--- src/rtl/pentary_pkg.sv ---
// Shared pentary encodings and loader state type.
// Used by the weight loader and the crossbar controller.
package pentary_pkg;

    typedef logic [2:0] pent_t;

    localparam pent_t PENT_NEG2 = 3'b000;
    localparam pent_t PENT_NEG1 = 3'b001;
    localparam pent_t PENT_ZERO = 3'b010;
    localparam pent_t PENT_POS1 = 3'b011;
    localparam pent_t PENT_POS2 = 3'b100;

    typedef enum logic [2:0] {
        ST_IDLE,
        ST_FETCH,
        ST_ISSUE,
        ST_WAIT,
        ST_FIN
    } ld_state_t;

    function automatic logic pent_is_valid(pent_t p);
        return p <= PENT_POS2;
    endfunction

endpackage

--- src/rtl/pentary_weight_loader_if.sv ---
// Pentary weight stream handshake bundle.
// The source drives valid/digit, the sink drives ready.
interface pentary_weight_loader_if;
    import pentary_pkg::*;

    logic  s_valid;
    logic  s_ready;
    pent_t s_pent;

    modport master (
        output s_valid,
        output s_pent,
        input  s_ready
    );

    modport slave (
        input  s_valid,
        input  s_pent,
        output s_ready
    );

endinterface

--- src/rtl/pentary_region_addr_gen.sv ---
// Row-major offset walker over a crossbar region.
// Produces wrapped row/col addresses from captured origin.
module pentary_region_addr_gen #(
    parameter int DIM = 256,
    parameter int AW  = 8
) (
    input  logic          clk,
    input  logic          reset,
    input  logic          load,
    input  logic          advance,
    input  logic [AW-1:0] base_row,
    input  logic [AW-1:0] base_col,
    input  logic [AW:0]   num_rows,
    input  logic [AW:0]   num_cols,
    output logic [AW-1:0] row_sel,
    output logic [AW-1:0] col_sel,
    output logic          last
);

    logic [AW-1:0] base_row_q;
    logic [AW-1:0] base_col_q;
    logic [AW:0]   nrows_q;
    logic [AW:0]   ncols_q;
    logic [AW-1:0] row_off;
    logic [AW-1:0] col_off;
    logic          col_last;
    logic          row_last;

    assign col_last = ({1'b0, col_off} == ncols_q - (AW+1)'(1));
    assign row_last = ({1'b0, row_off} == nrows_q - (AW+1)'(1));
    assign last     = row_last && col_last;

    assign row_sel = AW'((int'(base_row_q) + int'(row_off)) % DIM);
    assign col_sel = AW'((int'(base_col_q) + int'(col_off)) % DIM);

    // Capture region on load; step row-major on advance.
    always_ff @(posedge clk) begin
        if (reset) begin
            base_row_q <= '0;
            base_col_q <= '0;
            nrows_q    <= '0;
            ncols_q    <= '0;
            row_off    <= '0;
            col_off    <= '0;
        end else if (load) begin
            base_row_q <= base_row;
            base_col_q <= base_col;
            nrows_q    <= num_rows;
            ncols_q    <= num_cols;
            row_off    <= '0;
            col_off    <= '0;
        end else if (advance) begin
            if (col_last) begin
                col_off <= '0;
                row_off <= row_off + AW'(1);
            end else begin
                col_off <= col_off + AW'(1);
            end
        end
    end

endmodule

--- src/rtl/pentary_weight_loader.sv ---
// Streams pentary digits into a crossbar region, one
// write per digit, paced by the controller's ready.
module pentary_weight_loader
    import pentary_pkg::*;
#(
    parameter int DIM = 256,
    parameter int AW  = 8
) (
    input  logic                 clk,
    input  logic                 reset,
    input  logic                 start,
    input  logic [AW-1:0]        base_row,
    input  logic [AW-1:0]        base_col,
    input  logic [AW:0]          num_rows,
    input  logic [AW:0]          num_cols,
    pentary_weight_loader_if.slave s,
    output logic [AW-1:0]        xb_row_select,
    output logic [AW-1:0]        xb_col_select,
    output pent_t                xb_write_value,
    output logic                 xb_write_enable,
    input  logic                 xb_ready,
    output logic                 busy,
    output logic                 done,
    output logic                 bad_pent,
    output logic [2*AW:0]        wr_count
);

    ld_state_t     state;
    ld_state_t     nxt;
    logic          load;
    logic          advance;
    logic          last;
    pent_t         val_q;
    logic          bad_q;
    logic [2*AW:0] cnt_q;

    pentary_region_addr_gen #(
        .DIM (DIM),
        .AW  (AW)
    ) u_addr (
        .clk      (clk),
        .reset    (reset),
        .load     (load),
        .advance  (advance),
        .base_row (base_row),
        .base_col (base_col),
        .num_rows (num_rows),
        .num_cols (num_cols),
        .row_sel  (xb_row_select),
        .col_sel  (xb_col_select),
        .last     (last)
    );

    // Next-state and per-state strobes.
    always_comb begin
        nxt     = state;
        load    = 1'b0;
        advance = 1'b0;
        unique case (state)
            ST_IDLE: begin
                if (start) begin
                    load = 1'b1;
                    if (num_rows == '0 || num_cols == '0)
                        nxt = ST_FIN;
                    else
                        nxt = ST_FETCH;
                end
            end
            ST_FETCH: begin
                if (s.s_valid)
                    nxt = ST_ISSUE;
            end
            ST_ISSUE: begin
                if (xb_ready)
                    nxt = ST_WAIT;
            end
            ST_WAIT: begin
                if (xb_ready) begin
                    advance = 1'b1;
                    nxt     = last ? ST_FIN : ST_FETCH;
                end
            end
            ST_FIN: begin
                nxt = ST_IDLE;
            end
            default: begin
                nxt = ST_IDLE;
            end
        endcase
    end

    // State, latched digit, sticky error and write counter.
    always_ff @(posedge clk) begin
        if (reset) begin
            state <= ST_IDLE;
            val_q <= PENT_ZERO;
            bad_q <= 1'b0;
            cnt_q <= '0;
        end else begin
            state <= nxt;
            if (load) begin
                bad_q <= 1'b0;
                cnt_q <= '0;
            end
            if (state == ST_FETCH && s.s_valid) begin
                if (pent_is_valid(s.s_pent)) begin
                    val_q <= s.s_pent;
                end else begin
                    val_q <= PENT_ZERO;
                    bad_q <= 1'b1;
                end
            end
            if (state == ST_ISSUE && xb_ready)
                cnt_q <= cnt_q + (2*AW+1)'(1);
        end
    end

    assign s.s_ready       = (state == ST_FETCH);
    assign xb_write_enable = (state == ST_ISSUE) && xb_ready && !reset;
    assign xb_write_value  = val_q;
    assign busy            = (state != ST_IDLE);
    assign done            = (state == ST_FIN);
    assign bad_pent        = bad_q;
    assign wr_count        = cnt_q;

endmodule

--- src/flat_wrapper.sv ---
// flat-port wrapper written by rule: the top's interface ports become plain ports
module pentary_weight_loader_flat import pentary_pkg::*;
#(
    parameter int DIM = 256,
    parameter int AW  = 8
)
  (clk, reset, start, base_row, base_col, num_rows, num_cols, xb_row_select, xb_col_select, xb_write_value, xb_write_enable, xb_ready, busy, done, bad_pent, wr_count, s_s_valid, s_s_pent, s_s_ready);
  pentary_weight_loader_if s_i ();
  input  logic clk;
  input  logic reset;
  input  logic start;
  input  logic [AW-1:0] base_row;
  input  logic [AW-1:0] base_col;
  input  logic [AW:0] num_rows;
  input  logic [AW:0] num_cols;
  output logic [AW-1:0] xb_row_select;
  output logic [AW-1:0] xb_col_select;
  output pent_t xb_write_value;
  output logic xb_write_enable;
  input  logic xb_ready;
  output logic busy;
  output logic done;
  output logic bad_pent;
  output logic [2*AW:0] wr_count;
  input wire logic [$bits(s_i.s_valid)-1:0] s_s_valid;
  input wire logic [$bits(s_i.s_pent)-1:0] s_s_pent;
  output wire logic [$bits(s_i.s_ready)-1:0] s_s_ready;
  assign s_i.s_valid = s_s_valid;
  assign s_i.s_pent = s_s_pent;
  assign s_s_ready = s_i.s_ready;
  pentary_weight_loader #(.DIM(DIM), .AW(AW)) u_core (.clk(clk), .reset(reset), .start(start), .base_row(base_row), .base_col(base_col), .num_rows(num_rows), .num_cols(num_cols), .s(s_i), .xb_row_select(xb_row_select), .xb_col_select(xb_col_select), .xb_write_value(xb_write_value), .xb_write_enable(xb_write_enable), .xb_ready(xb_ready), .busy(busy), .done(done), .bad_pent(bad_pent), .wr_count(wr_count));
endmodule
--- config.mk ---
export PLATFORM = sky130hd
export DESIGN_NAME = pentary_weight_loader_flat
export DESIGN_NICKNAME = d
export VERILOG_FILES = /design/src/rtl/pentary_pkg.sv /design/src/rtl/pentary_weight_loader_if.sv /design/src/rtl/pentary_region_addr_gen.sv /design/src/rtl/pentary_weight_loader.sv /design/src/flat_wrapper.sv
export SDC_FILE = /design/constraint.sdc
export NUM_CORES = 1
export LEC_CHECK = 0
export CAP_MARGIN = 20
export CORE_ASPECT_RATIO = 0.9
export CORE_MARGIN = 3
export CORE_UTILIZATION = 40
export CTS_CLUSTER_DIAMETER = 60
export DETAILED_ROUTE_END_ITERATION = 10
export PLACE_DENSITY = 0.7
export RECOVER_POWER = 100
export SLEW_MARGIN = 20
export SYNTH_ARGS = -nofsm -noshare
export SYNTH_HDL_FRONTEND = slang
export SYNTH_HIERARCHICAL = 1
export SYNTH_SLANG_ARGS = --single-unit
--- constraint.sdc ---
create_clock -name clk -period 2.5 [get_ports clk]
set_input_delay 0.5 -clock clk [delete_from_list [all_inputs] [get_ports clk]]
set_output_delay 0.5 -clock clk [all_outputs]
set_load 0.02 [all_outputs]
* Word level (Yosys, flattened, before mapping)
Cells that the tools add are included.
** Cells by class
- Multiplexer cells :: 18
- Equality and inequality tests :: 10
- $lt $le $gt $ge :: 1
- Reduce and logical (&&, ||, !) cells :: 14
- Add/subtract/negate cells :: 7
** Operator list (count)
- 17-bit two-way mux :: 2
- 3-bit two-way mux :: 7
- 8-bit by 9-bit == test with 1-bit output :: 2
- 9-bit zero test :: 2
- 9-bit by 1-bit subtractor with 9-bit output, second input constant :: 2
- 17-bit by 1-bit adder with 17-bit output, second input constant :: 1
- 8-bit by 1-bit adder with 8-bit output, second input constant :: 2
- 8-bit adder :: 2
- 3-bit case mux with 4 select lines :: 1
- 8-bit two-way mux :: 1
- 2-bit != test, second input constant :: 4
- 1-bit two-way mux :: 7
- 3-bit by 2-bit == test with 1-bit output, second input constant :: 2
- 1-bit logical AND :: 4
- 4-bit AND reduction :: 1
- 3-bit by 1-bit == test with 1-bit output, second input constant :: 1
- 3-bit == test, second input constant :: 1
- 3-bit less-or-equal comparator, second input constant :: 1
- 3-bit zero test :: 1
- 3-bit nonzero test :: 1
- 2-bit AND reduction :: 1
- 2-bit nonzero test :: 1
- 2-bit OR reduction :: 1
- 1-bit zero test :: 1
- 1-bit logical OR :: 1
** Storage, ports and cells
- Input bits :: 42
- Flip-flop bits (word level) :: 74
- Logic and storage cells :: 60

* Depth between registers and ports, before layout
- Word-level depth :: 6
- Depth in mapped cells :: 13

* Cells and area by module
The synthesis kept the hierarchy.
** Modules (own cells, without submodules)
- pentary_region_addr_gen :: times used 1, sequential area each 1001.0 um^2, cells each 346, area each 3024.2 um^2
- pentary_weight_loader :: times used 1, sequential area each 480.5 um^2, cells each 166, area each 1343.8 um^2

* Worst setup path before layout
OpenSTA, ideal clock, no wires.
- Path kind :: flip-flop to flip-flop
- Start :: register u_core.u_addr.ncols_q[0]
- End :: register u_core.state[0]
- Setup time :: 0.119 ns
- Cell stages (with the launch flop) :: 13
- Data arrival time :: 2.398 ns
- Path slack :: -0.017 ns
- Cell sequence :: dfxtp_1 inv_1 ha_1 or3b_4 nor4_2 o311a_1 o211ai_1 buf_2 nor4_1 a211oi_1 nand4_1 o41ai_1 o21bai_1
** On the way
- Cells in the longest elaborated chain, start to end :: 6
** Ends and longest elaborated chain
- from (decl) :: line pentary_region_addr_gen.sv:23 : logic [AW:0] ncols_q;
- from (signal assigned) :: line pentary_region_addr_gen.sv:49 : ncols_q <= num_cols;
- 9-bit by 1-bit subtractor with 9-bit output :: line pentary_region_addr_gen.sv:29 : assign col_last = ({1'b0, col_off} == ncols_q - (AW+1)'(1));
- 8-bit by 9-bit == test with 1-bit output :: line pentary_region_addr_gen.sv:29
- 1-bit logical AND :: line pentary_region_addr_gen.sv:31 : assign last = row_last && col_last;
- net u_core.last :: line pentary_weight_loader.sv:32 : logic last;
- 3-bit two-way mux :: line pentary_weight_loader.sv:80 : nxt = last ? ST_FIN : ST_FETCH;
- 3-bit two-way mux :: line pentary_weight_loader.sv:78 : if (xb_ready) begin
- 3-bit case mux with 4 select lines :: line pentary_weight_loader.sv:59 : unique case (state)
- to (signal assigned) :: line pentary_weight_loader.sv:100 : state <= nxt;
- to (decl) :: line pentary_weight_loader.sv:28 : ld_state_t state;
The timed path passes the listed nets, and every way through them passes these cells. The select of a mux whose other input is x is not followed.
A chain may end at the register's enable or synchronous reset.

* Worst setup path in the final report
- Start :: register u_core.u_addr.base_col_q[0]
- End :: output port xb_col_select[6]
** On the way
- Cells in the longest elaborated chain, start to end :: 1
** Ends and longest elaborated chain
- from (decl) :: line pentary_region_addr_gen.sv:21 : logic [AW-1:0] base_col_q;
- from (signal assigned) :: line pentary_region_addr_gen.sv:47 : base_col_q <= base_col;
- 8-bit adder :: line pentary_region_addr_gen.sv:34 : assign col_sel = AW'((int'(base_col_q) + int'(col_off)) % DIM);
- to (decl) :: line flat_wrapper.sv:17 : output logic [AW-1:0] xb_col_select;
Every way passes these cells.

==> metrics.txt <==
Leakage about 2.6 nW; vias 4211; Worst Reg-to-Reg Cells 11; Synth async-reset ratio 0%; WL final 11.6 mm; WS Path Type flip-flop to output pin; Final Max Tran Viols 0; root buffer cell clkbuf_16; final worst setup slack -0.0488 ns; GPL Wtd Cong ~0.87; CP Launch Type flip-flop; Worst-path clk slew around 0.060 ns; Setup crit end kind output pin; Gate Count Post-Synth around 510; YS warnings 6; Hold Path Depth 2; Worst Path Required approximately 2.0 ns; vias in the first global route 4134; pwr/cell area 607 mW/mm2; most frequent cell after synthesis dfxtp_1; Area growth syn-to-layout 40.6%; Initial DRC Count between 150 and 200; DRT antenna net count 0; IO Port Bufs between 80 and 90; multi-input combinational cell area 0.00289 mm2; sequential share of the synthesized area between 30% and 40%; top cells by count, synth dfxtp_1, nor2_1, mux2i_1; RSZ-0062 raised after global routing yes; Congestion Overflow GR 0; vias per cell 5.47; CTS Sinks 74; Worst Tran Pin Value approximately 0.48 ns; cell total after placement 749; number of flops mapped to enable cells by yosys 0; Mean Syn Cell Area 8.53 um2; Antenna Cells 0; Rel. slew slack 67.9%; HPWL Detailed 8.30 mm; HP Class flip-flop to flip-flop; Synth cell types 66; DRT Pass-1 Iters 5; Fmax roughly 390 MHz; CTS tree done; Die ar. 0.0122 mm2; H-Tree Depth 3; Non-Filler Instances 770; Max Root-Sink Buffers 2; die width roughly 120 um; share of cells above drive strength 1 around 22%; DRC 0; initial antenna violation count 0; Final Hold Vio Count 0; pin count of the biggest net entering global routing 35; worst-path fanout max 2; final worst path period share 102%; status finished with violations; row count 35; IO Count 83; clock skew 0.00607 ns; Area contributors post-synth dfxtp_1, mux2i_1, nor2_1, ha_1, xnor2_1; Worst EP arrival 2.05 ns; Inserted Clock Buffers 9; register area 0.00150 mm2; maximum vdd drop 0.000369 V; Synth area leader dfxtp_1; Core Util, Final 58.9%; final net count 699; Filler Cell Count 918; Main synth FF type dfxtp_1; post-synth top area share between 30% and 40%; syn nets around 580; max-cap viol count 0; Period minus WS final 2.55 ns; FF+latch count, synth 74; Routed WL per cell 15.1 um; global-route wire length before repair 18.9 mm; die height 105 um; Overall Global Routing Usage between 10% and 20%; Core ar. 0.0104 mm2; initial core utilization 41.9%; final setup vio count 4; synthesized cell area 0.00437 mm2; failing checks negative setup slack; Clock Latency Late Sink 0.34 ns
-- routing by layer --
layer / up-vias / GRT usage, % / share of wire (%)
met5: - / 0 / 0
met4: 0 / 4.23 / 0.71
met1: 2017 / 24.3 / 45
li1: 2090 / - / -
met3: 8 / 4.86 / 4.8
met2: 96 / 31.6 / 50
-- logic make-up after synthesis --
family	count (synthesis)	share of synthesized area [%]
AO/OA/AOI/OAI	90	14.2
multiplexers	38	8.79
adder cells (fa/ha/maj)	21	6.36
buffers and inverters	48	4.24
XOR/XNOR	37	7.42
flip-flops	74	33.9
AND/OR/NAND/NOR	204	25.1
-- report_power, final --
group / switching, W / internal, W
registers: 0.0000867 / 0.00126
clock network: 0.000530 / 0.000903
logic: 0.000495 / 0.000456
total: 0.00111 / 0.00262
-- final timing paths --
path	from	to	slack [ns]
worst max-delay path	u_core/u_addr/base_col_q[0]	xb_col_select[6]	-0.05
worst min register to register	u_core/bad_pent	u_core/bad_pent	0.46
worst max register to register	u_core/u_addr/ncols_q[1]	u_core/state[0]	-0.01
worst min-delay path	u_core/bad_pent	u_core/bad_pent	0.46
-- critical path: stages, from the launching register on --
cell and delay (ns):
dfxtp_2 0.35, ha_4 0.14, inv_2 0.03, fa_2 0.33
nor2b_1 0.13, o21ai_1 0.08, a21boi_1 0.18, o21a_1 0.13
nor2_1 0.04, xnor2_1 0.14, buf_4 0.16
-- what timing repair did --
item,in CTS,in global routing
buffers inserted,4,1
pin swaps,14,20
resized for setup,75,31
endpoints found under the setup margin,17,18
hold buffers,0,0
-- layout by cell type (no fill, tap or decap), drive strengths merged, types with 5 or more instances in the layout --
| cell | count |
|---|---|
| ha | 19 |
| o21ai | 12 |
| nand3b | 6 |
| nor3b | 5 |
| or4 | 7 |
| nand3 | 10 |
| dlygate4sd2 | 6 |
| inv | 25 |
| a211oi | 5 |
| xor2 | 15 |
| nand2 | 27 |
| a21oi | 26 |
| nand4 | 12 |
| nand2b | 7 |
| nor4 | 10 |
| clkbuf | 19 |
| xnor2 | 22 |
| buf | 55 |
| dlygate4sd3 | 26 |
| nor2 | 74 |
| a31o | 5 |
| clkdlybuf4s50 | 41 |
| mux2i | 35 |
| nor3 | 13 |
| or3 | 6 |
| dfxtp | 74 |
-- flip-flops by register name (all words and copies together) (netlist names) --
| register | count |
|---|---|
| u_core/bad_pent | 1 |
| u_core/u_addr/col_off | 8 |
| u_core/u_addr/row_off | 8 |
| u_core/xb_write_value | 3 |
| u_core/u_addr/base_row_q | 8 |
| u_core/state | 3 |
| u_core/u_addr/nrows_q | 9 |
| u_core/wr_count | 17 |
| u_core/u_addr/base_col_q | 8 |
| u_core/u_addr/ncols_q | 9 |
-- final cells by class --
class	instances	share of cell area (%)
timing repair buffer	137	19.1
clock inverter	6	1.45
clock buffer	10	3.89
inverter	24	1.47
multi-input combinational	390	47.1
sequential	74	24.3
tap	129	2.63
-- through the flow --
stage	area (um2)	power [W]	TNS (ns)	hold slack (ns)	setup WS, ns
floorplan	4370	0.00194	-0.303	0.467	-0.0101
global placement	5640	0.00227	-1.33	0.448	-0.299
detailed placement	5640	0.00230	-1.60	0.454	-0.375
CTS	6070	0.00374	-0.373	0.465	-0.131
global route	6140	0.00390	-1.91	0.479	-0.209
finish	6140	0.00373	-0.139	0.458	-0.0488
(Power assumes the default switching activity.)
